===== src/rtl/i2s_serializer_if.sv =====
// Upstream sample-pair handshake into i2s_serializer.
// A transfer happens on a clk edge where s_valid_i && s_ready_o.
interface i2s_serializer_if;
    localparam int unsigned SAMPLE_W = 16;

    logic                s_valid_i;
    logic                s_ready_o;
    logic [SAMPLE_W-1:0] s_left_i;
    logic [SAMPLE_W-1:0] s_right_i;

    modport master (output s_valid_i, s_left_i, s_right_i, input s_ready_o);
    modport slave  (input s_valid_i, s_left_i, s_right_i, output s_ready_o);
endinterface


===== src/rtl/i2s_serializer.sv =====
// I2S stereo transmitter: phase-accumulator BCK, one-pair holding register, 32-slot frame.
// Optional macro I2S_UNDERRUN_HOLD_EN: on underrun repeat the last frame instead of silence.
module i2s_serializer #(
    parameter int unsigned CLK_HZ = 6000000,
    parameter int unsigned BCK_HZ = 1411200,
    parameter int unsigned ACC_W  = 25
) (
    input  logic            clk,
    input  logic            sys_rst_i,
    i2s_serializer_if.slave s_if,
    output logic            i2s_bck_o,
    output logic            i2s_lrck_o,
    output logic            i2s_din_o,
    output logic            frame_o,
    output logic            underrun_o
);
    localparam int unsigned SLOT_W  = 5;
    localparam int unsigned FRAME_W = 32;

    // Signed step sizes, truncated to the accumulator width (two's complement wrap).
    localparam longint INC_TICK_L = 2 * longint'(BCK_HZ) - longint'(CLK_HZ);
    localparam longint INC_IDLE_L = 2 * longint'(BCK_HZ);
    localparam logic [ACC_W-1:0] INC_TICK = ACC_W'(INC_TICK_L);
    localparam logic [ACC_W-1:0] INC_IDLE = ACC_W'(INC_IDLE_L);

    localparam logic [SLOT_W-1:0] SLOT_LAST = SLOT_W'(31);
    localparam logic [SLOT_W-1:0] LR_FIRST  = SLOT_W'(15);
    localparam logic [SLOT_W-1:0] LR_LAST   = SLOT_W'(30);

    logic [ACC_W-1:0]   acc;
    logic [SLOT_W-1:0]  slot;
    logic [FRAME_W-1:0] frame;
    logic [FRAME_W-1:0] hold;
    logic               full;

    logic               tick_c;
    logic               fall_c;
    logic               load_c;
    logic               accept_c;
    logic [SLOT_W-1:0]  slot_nxt_c;
    logic [FRAME_W-1:0] underrun_frame_c;
    logic [FRAME_W-1:0] frame_nxt_c;

    // Tick/slot decode and the frame contents for the slot being entered.
    always_comb begin
        tick_c     = ~acc[ACC_W-1];
        fall_c     = tick_c & i2s_bck_o;
        load_c     = fall_c & (slot == SLOT_LAST);
        accept_c   = s_if.s_valid_i & ~full;
        slot_nxt_c = slot + SLOT_W'(1);
`ifdef I2S_UNDERRUN_HOLD_EN
        underrun_frame_c = frame;
`else
        underrun_frame_c = '0;
`endif
        frame_nxt_c = frame;
        if (load_c) begin
            frame_nxt_c = full ? hold : underrun_frame_c;
        end
    end

    assign s_if.s_ready_o = ~full;

    always_ff @(posedge clk) begin
        if (sys_rst_i) begin
            acc        <= '0;
            i2s_bck_o  <= 1'b0;
            i2s_lrck_o <= 1'b0;
            i2s_din_o  <= 1'b0;
            slot       <= SLOT_LAST;
            frame      <= '0;
            hold       <= '0;
            full       <= 1'b0;
            frame_o    <= 1'b0;
            underrun_o <= 1'b0;
        end else begin
            acc <= acc + (tick_c ? INC_TICK : INC_IDLE);
            if (tick_c) begin
                i2s_bck_o <= ~i2s_bck_o;
            end
            // DIN/LRCK present the slot being entered; slot s carries frame bit 31-s.
            if (fall_c) begin
                slot       <= slot_nxt_c;
                frame      <= frame_nxt_c;
                i2s_din_o  <= frame_nxt_c[~slot_nxt_c];
                i2s_lrck_o <= (slot_nxt_c >= LR_FIRST) && (slot_nxt_c <= LR_LAST);
            end
            frame_o    <= load_c;
            underrun_o <= load_c & ~full;
            // Accept only happens while empty, so it safely outranks the clear.
            if (accept_c) begin
                full <= 1'b1;
                hold <= {s_if.s_left_i, s_if.s_right_i};
            end else if (load_c) begin
                full <= 1'b0;
            end
        end
    end
endmodule


===== src/flat_wrapper.sv =====
// flat-port wrapper written by rule: the top's interface ports become plain ports
module i2s_serializer_flat 
#(
    parameter int unsigned CLK_HZ = 6000000,
    parameter int unsigned BCK_HZ = 1411200,
    parameter int unsigned ACC_W  = 25
)
  (clk, sys_rst_i, i2s_bck_o, i2s_lrck_o, i2s_din_o, frame_o, underrun_o, s_if_s_valid_i, s_if_s_left_i, s_if_s_right_i, s_if_s_ready_o);
  i2s_serializer_if s_if_i ();
  input  logic clk;
  input  logic sys_rst_i;
  output logic i2s_bck_o;
  output logic i2s_lrck_o;
  output logic i2s_din_o;
  output logic frame_o;
  output logic underrun_o;
  input wire logic [$bits(s_if_i.s_valid_i)-1:0] s_if_s_valid_i;
  input wire logic [$bits(s_if_i.s_left_i)-1:0] s_if_s_left_i;
  input wire logic [$bits(s_if_i.s_right_i)-1:0] s_if_s_right_i;
  output wire logic [$bits(s_if_i.s_ready_o)-1:0] s_if_s_ready_o;
  assign s_if_i.s_valid_i = s_if_s_valid_i;
  assign s_if_i.s_left_i = s_if_s_left_i;
  assign s_if_i.s_right_i = s_if_s_right_i;
  assign s_if_s_ready_o = s_if_i.s_ready_o;
  i2s_serializer #(.CLK_HZ(CLK_HZ), .BCK_HZ(BCK_HZ), .ACC_W(ACC_W)) u_core (.clk(clk), .sys_rst_i(sys_rst_i), .s_if(s_if_i), .i2s_bck_o(i2s_bck_o), .i2s_lrck_o(i2s_lrck_o), .i2s_din_o(i2s_din_o), .frame_o(frame_o), .underrun_o(underrun_o));
endmodule

===== config.mk =====
export PLATFORM = sky130hd
export DESIGN_NAME = i2s_serializer_flat
export DESIGN_NICKNAME = d
export VERILOG_FILES = /design/src/rtl/i2s_serializer_if.sv /design/src/rtl/i2s_serializer.sv /design/src/flat_wrapper.sv
export SDC_FILE = /design/constraint.sdc
export NUM_CORES = 1
export LEC_CHECK = 0
export CAP_MARGIN = 20
export CORE_ASPECT_RATIO = 1.4
export CORE_MARGIN = 1
export CORE_UTILIZATION = 51
export DETAILED_ROUTE_END_ITERATION = 8
export GPL_ROUTABILITY_DRIVEN = 0
export MAX_ROUTING_LAYER = met4
export PLACE_DENSITY = 0.75
export RECOVER_POWER = 100
export SYNTH_ARGS = -nofsm -noshare
export SYNTH_HDL_FRONTEND = slang
export SYNTH_SLANG_ARGS = --single-unit

===== constraint.sdc =====
create_clock -name clk -period 2.8 [get_ports clk]
set_input_delay 0.42 -clock clk [delete_from_list [all_inputs] [get_ports clk]]
set_output_delay 0.42 -clock clk [all_outputs]
set_load 0.03 [all_outputs]

==> impl.org <==
** Outcome
- Run status :: complete, no violations

** Layout
- Most frequent cells in the layout :: sky130_fd_sc_hd__nand2_1 (111), sky130_fd_sc_hd__dfxtp_1 (93), sky130_fd_sc_hd__a21oi_1 (82)
- Signed area change from the synthesized netlist to the final layout :: 16.1%
- In the final layout, the share of cells above drive strength 1 is 8.86%.
- Fill count :: 709
- The number of antenna diodes in the final layout is 0.
- Total non-filler cell area in the finished layout :: 0.00484 mm2
- Final core occ :: 61.7%
- Count of non-filler cells in the finished layout :: 653
- For this run, the post-layout net count is 596.
- The library cell used most frequently in the layout, excluding fill and tap cells, is sky130_fd_sc_hd__nand2_1.

** Route
- Using the TritonRoute via totals, the vias-per-cell ratio works out to 5.47.
- The first detailed-routing pass ran for 4 iterations.
- Wires add up to 8650 um.
- The routed layout has 3573 vias.
- In the final routed layout, each cell accounts on average for 13.2 um.
- For this block, the initial DRC count from the detailed router was 197.
- The count of nets left with antenna violations once routing finished came out at 0.
- After detailed routing, the number of remaining DRC violations is 0.

** STA
- The clock arrives with 0.00624 ns of skew.
- Slew Limit Headroom :: 37.0%
- At the pin with the least slew margin, the transition time is 0.945 ns.
- Final Slew Violations :: 0
- Setup repair after global routing left no endpoint under its margin.
- Derived from the worst setup path, the maximum achievable clock frequency is 0.387 GHz.
- Setup violations remaining at the end of the flow were counted as 0.
- Min Tclk post-route :: 2.58 ns
- Hold Vio Cnt, Final :: 0
- In the final timing run, aggregate negative setup slack is 0 ns.
- Fin crit share :: 92.2%
- Worst hold slack after final layout :: 0.454 ns
- The worst path meets setup with 0.218 ns of slack.

** Critical path
- Crit Path Max Fanout :: 24
- Path type of the worst setup path :: reg -> reg
- Type of element capturing the critical path :: register
- Cell type of the slowest stage on the worst timing path :: sky130_fd_sc_hd__mux4_2
- Chain of cells forming the critical path :: and3_1 -> ha_1 -> and3b_1 -> buf_4 -> and3_1 -> a21oi_1 -> mux4_2 -> nor2_1 -> o21ai_1 -> a41oi_1
- Data required time at the worst endpoint :: 3.08 ns
- CP peak stage delay :: 0.49 ns
- Most common cell type on the critical path :: sky130_fd_sc_hd__and3_1
- Kind of launch point of the worst setup path :: register
- For the worst setup path, the data arrival time is 2.86 ns.

** Pwr
- Leakage :: 1.91 nW
- Tot Pwr :: 4.22 mW
- Dividing total power by cell area gives a power density of 871 mW/mm2.
- Maximum resistive drop on vdd :: 516 uV

** Clock network
- Clock transition at the register clock pins on the worst setup and hold paths after CTS :: 0.09 ns
- The number of setup buffers added after CTS is 0.
- The tree is rooted in a sky130_fd_sc_hd__clkbuf_8.
- # resized after CTS :: 0
- Buffers inserted to repair hold after CTS numbered 0.
- TritonCTS clock tree :: yes
- For the worst-skew pair, the clock arrives at the later sink with an insertion delay of 0.36 ns.
- The clock tree synthesis step divided the H-tree into 3 levels.
- The number of clock buffers added by TritonCTS is 9.
- The tree built by TritonCTS fans out to 93 sinks.
- Clock Tree Buf Depth :: 2

** Synth
- Area share of the largest cell type after synthesis :: 44.6%
- Counting flops with a built-in enable in the synthesized netlist gives 0.
- Synth Area per Inst :: 8.10 um2
- Main flop type after synthesis :: sky130_fd_sc_hd__dfxtp_1
- Synth async-reset ratio :: 0%
- In this run, synthesis produced a sequential element count of 93.
- Ranked by total cell area, the synthesized netlist is headed by sky130_fd_sc_hd__dfxtp_1 (45%), sky130_fd_sc_hd__nand2_1 (10%), sky130_fd_sc_hd__a21oi_1 (9.8%).
- Number of instances in the synthesized netlist :: 515
- Yosys mapped the design onto 51 distinct sky130hd cell types.
- The biggest area contributor in the post-synthesis netlist is sky130_fd_sc_hd__dfxtp_1.
- Number of warning messages in the yosys log :: 0
- When the netlist entered floorplanning its net count stood at 563.
- The mapped netlist covers 0.00417 mm2.
- Sequential area share after synthesis :: 44.6%

** GRT
- Vias in the first global route :: 3348
- Total global routing overflow :: 0
- Global routing used 22.5% of the available tracks.
- Entering global routing, the biggest net connects 50 pins.
- The number of antenna violations at the first check in global routing came to 0.
- The first global-routing pass estimated 14800 um of wire.

** Placement
- Total instance count after detailed placement :: 637
- Detailed placement finished with a half-perimeter wire length of 6100 um.
- During placement, the flow inserted port buffers numbering 40.
- Minimum setup slack after placement :: 0.253 ns
- Post-place instance area :: 0.00469 mm2

** Floorplan
- In this run the core area contains 38 standard-cell rows.
- Starting density of the core :: 53.2%
- The floorplan step defined a die boundary enclosing 0.00855 mm2.
- 41 I/O pins were placed.
- The die is 78.4 um wide.
- Core footprint :: 0.00785 mm2
- In this run the vertical extent of the chip is 109 um.

** Run
- Max-cap violations in this run came to 0.

** Min path
- Classification of the worst-slack hold path :: reg -> reg
==> cells in the mapped netlist (all sizes together) (8+ instances only) <==
cell type,n
a21oi,82
and3,12
buf,16
clkbuf,21
dfxtp,93
ha,13
nand2,111
nand3,27
nor2,34
nor2b,8
o21ai,10
==> metal layers <==
| layer | vias up | wire [um] | GRT usage [%] |
|---|---|---|---|
| li1 | 1827 | - | - |
| met1 | 1681 | 3810 | 25.9 |
| met2 | 56 | 4440 | 39.0 |
| met3 | 9 | 250 | 4.02 |
| met4 | 0 | 142 | 8.33 |
| met5 | - | 0 | - |
==> power breakdown <==
part	switching, mW	internal (mW)	leakage [nW]	total (mW)
Combinational	0.998	0.759	1.06	1.76
Clock	0.453	0.367	0.0921	0.821
Sequential	0.126	1.51	0.761	1.64
Total	1.58	2.64	1.91	4.22
==> final timing paths <==
| check | to | startpoint | depth (start not counted) | slack (ns) |
|---|---|---|---|---|
| max reg2reg | u_core.i2s_din_o | u_core.slot[3] | 10 | 0.22 |
| min | u_core.hold[19] | u_core.hold[19] | 2 | 0.45 |
| min reg2reg | u_core.hold[19] | u_core.hold[19] | 2 | 0.45 |
| max | u_core.i2s_din_o | u_core.slot[3] | 10 | 0.22 |
==> area by class of cell <==
| cell class | count | area [um2] | share of cell area, % |
|---|---|---|---|
| flip-flops and latches | 93 | 1860 | 38.4 |
| repair buffers | 59 | 529 | 10.9 |
| clock inverters | 4 | 22.5 | 0.465 |
| inverters | 6 | 22.5 | 0.465 |
| well taps | 100 | 125 | 2.58 |
| multi-input cells | 379 | 2130 | 43.9 |
| clock buffers | 12 | 155 | 3.20 |
==> cell families after synthesis <==
group / count (synthesis) / share of synthesized area [%]
mux: 11 / 3.09
simple gates: 219 / 23.9
compound gates: 123 / 17.1
flops: 93 / 44.6
buf+inv: 43 / 4.44
xor+xnor: 13 / 2.91
fa+ha+maj: 13 / 3.90
==> sequential cells by signal, summed over array words and instances, names as in the netlist <==
signal / cells
u_core.slot: 5
u_core.full: 1
u_core.underrun_o: 1
u_core.acc: 18
u_core.i2s_lrck_o: 1
u_core.frame_o: 1
u_core.i2s_bck_o: 1
u_core.frame: 32
u_core.hold: 32
u_core.i2s_din_o: 1
==> worst max-delay path: cells and delay by family, from the launching register on <==
| family | cells | cell delay (ns) |
|---|---|---|
| AND/OR/NAND/NOR | 4 | 0.74 |
| multiplexers | 1 | 0.49 |
| AO/OA/AOI/OAI | 3 | 0.36 |
| flip-flops | 1 | 0.47 |
| adder cells (fa/ha/maj) | 1 | 0.16 |
| buffers and inverters | 1 | 0.28 |
Note: power is estimated with default switching activity, not from simulation.
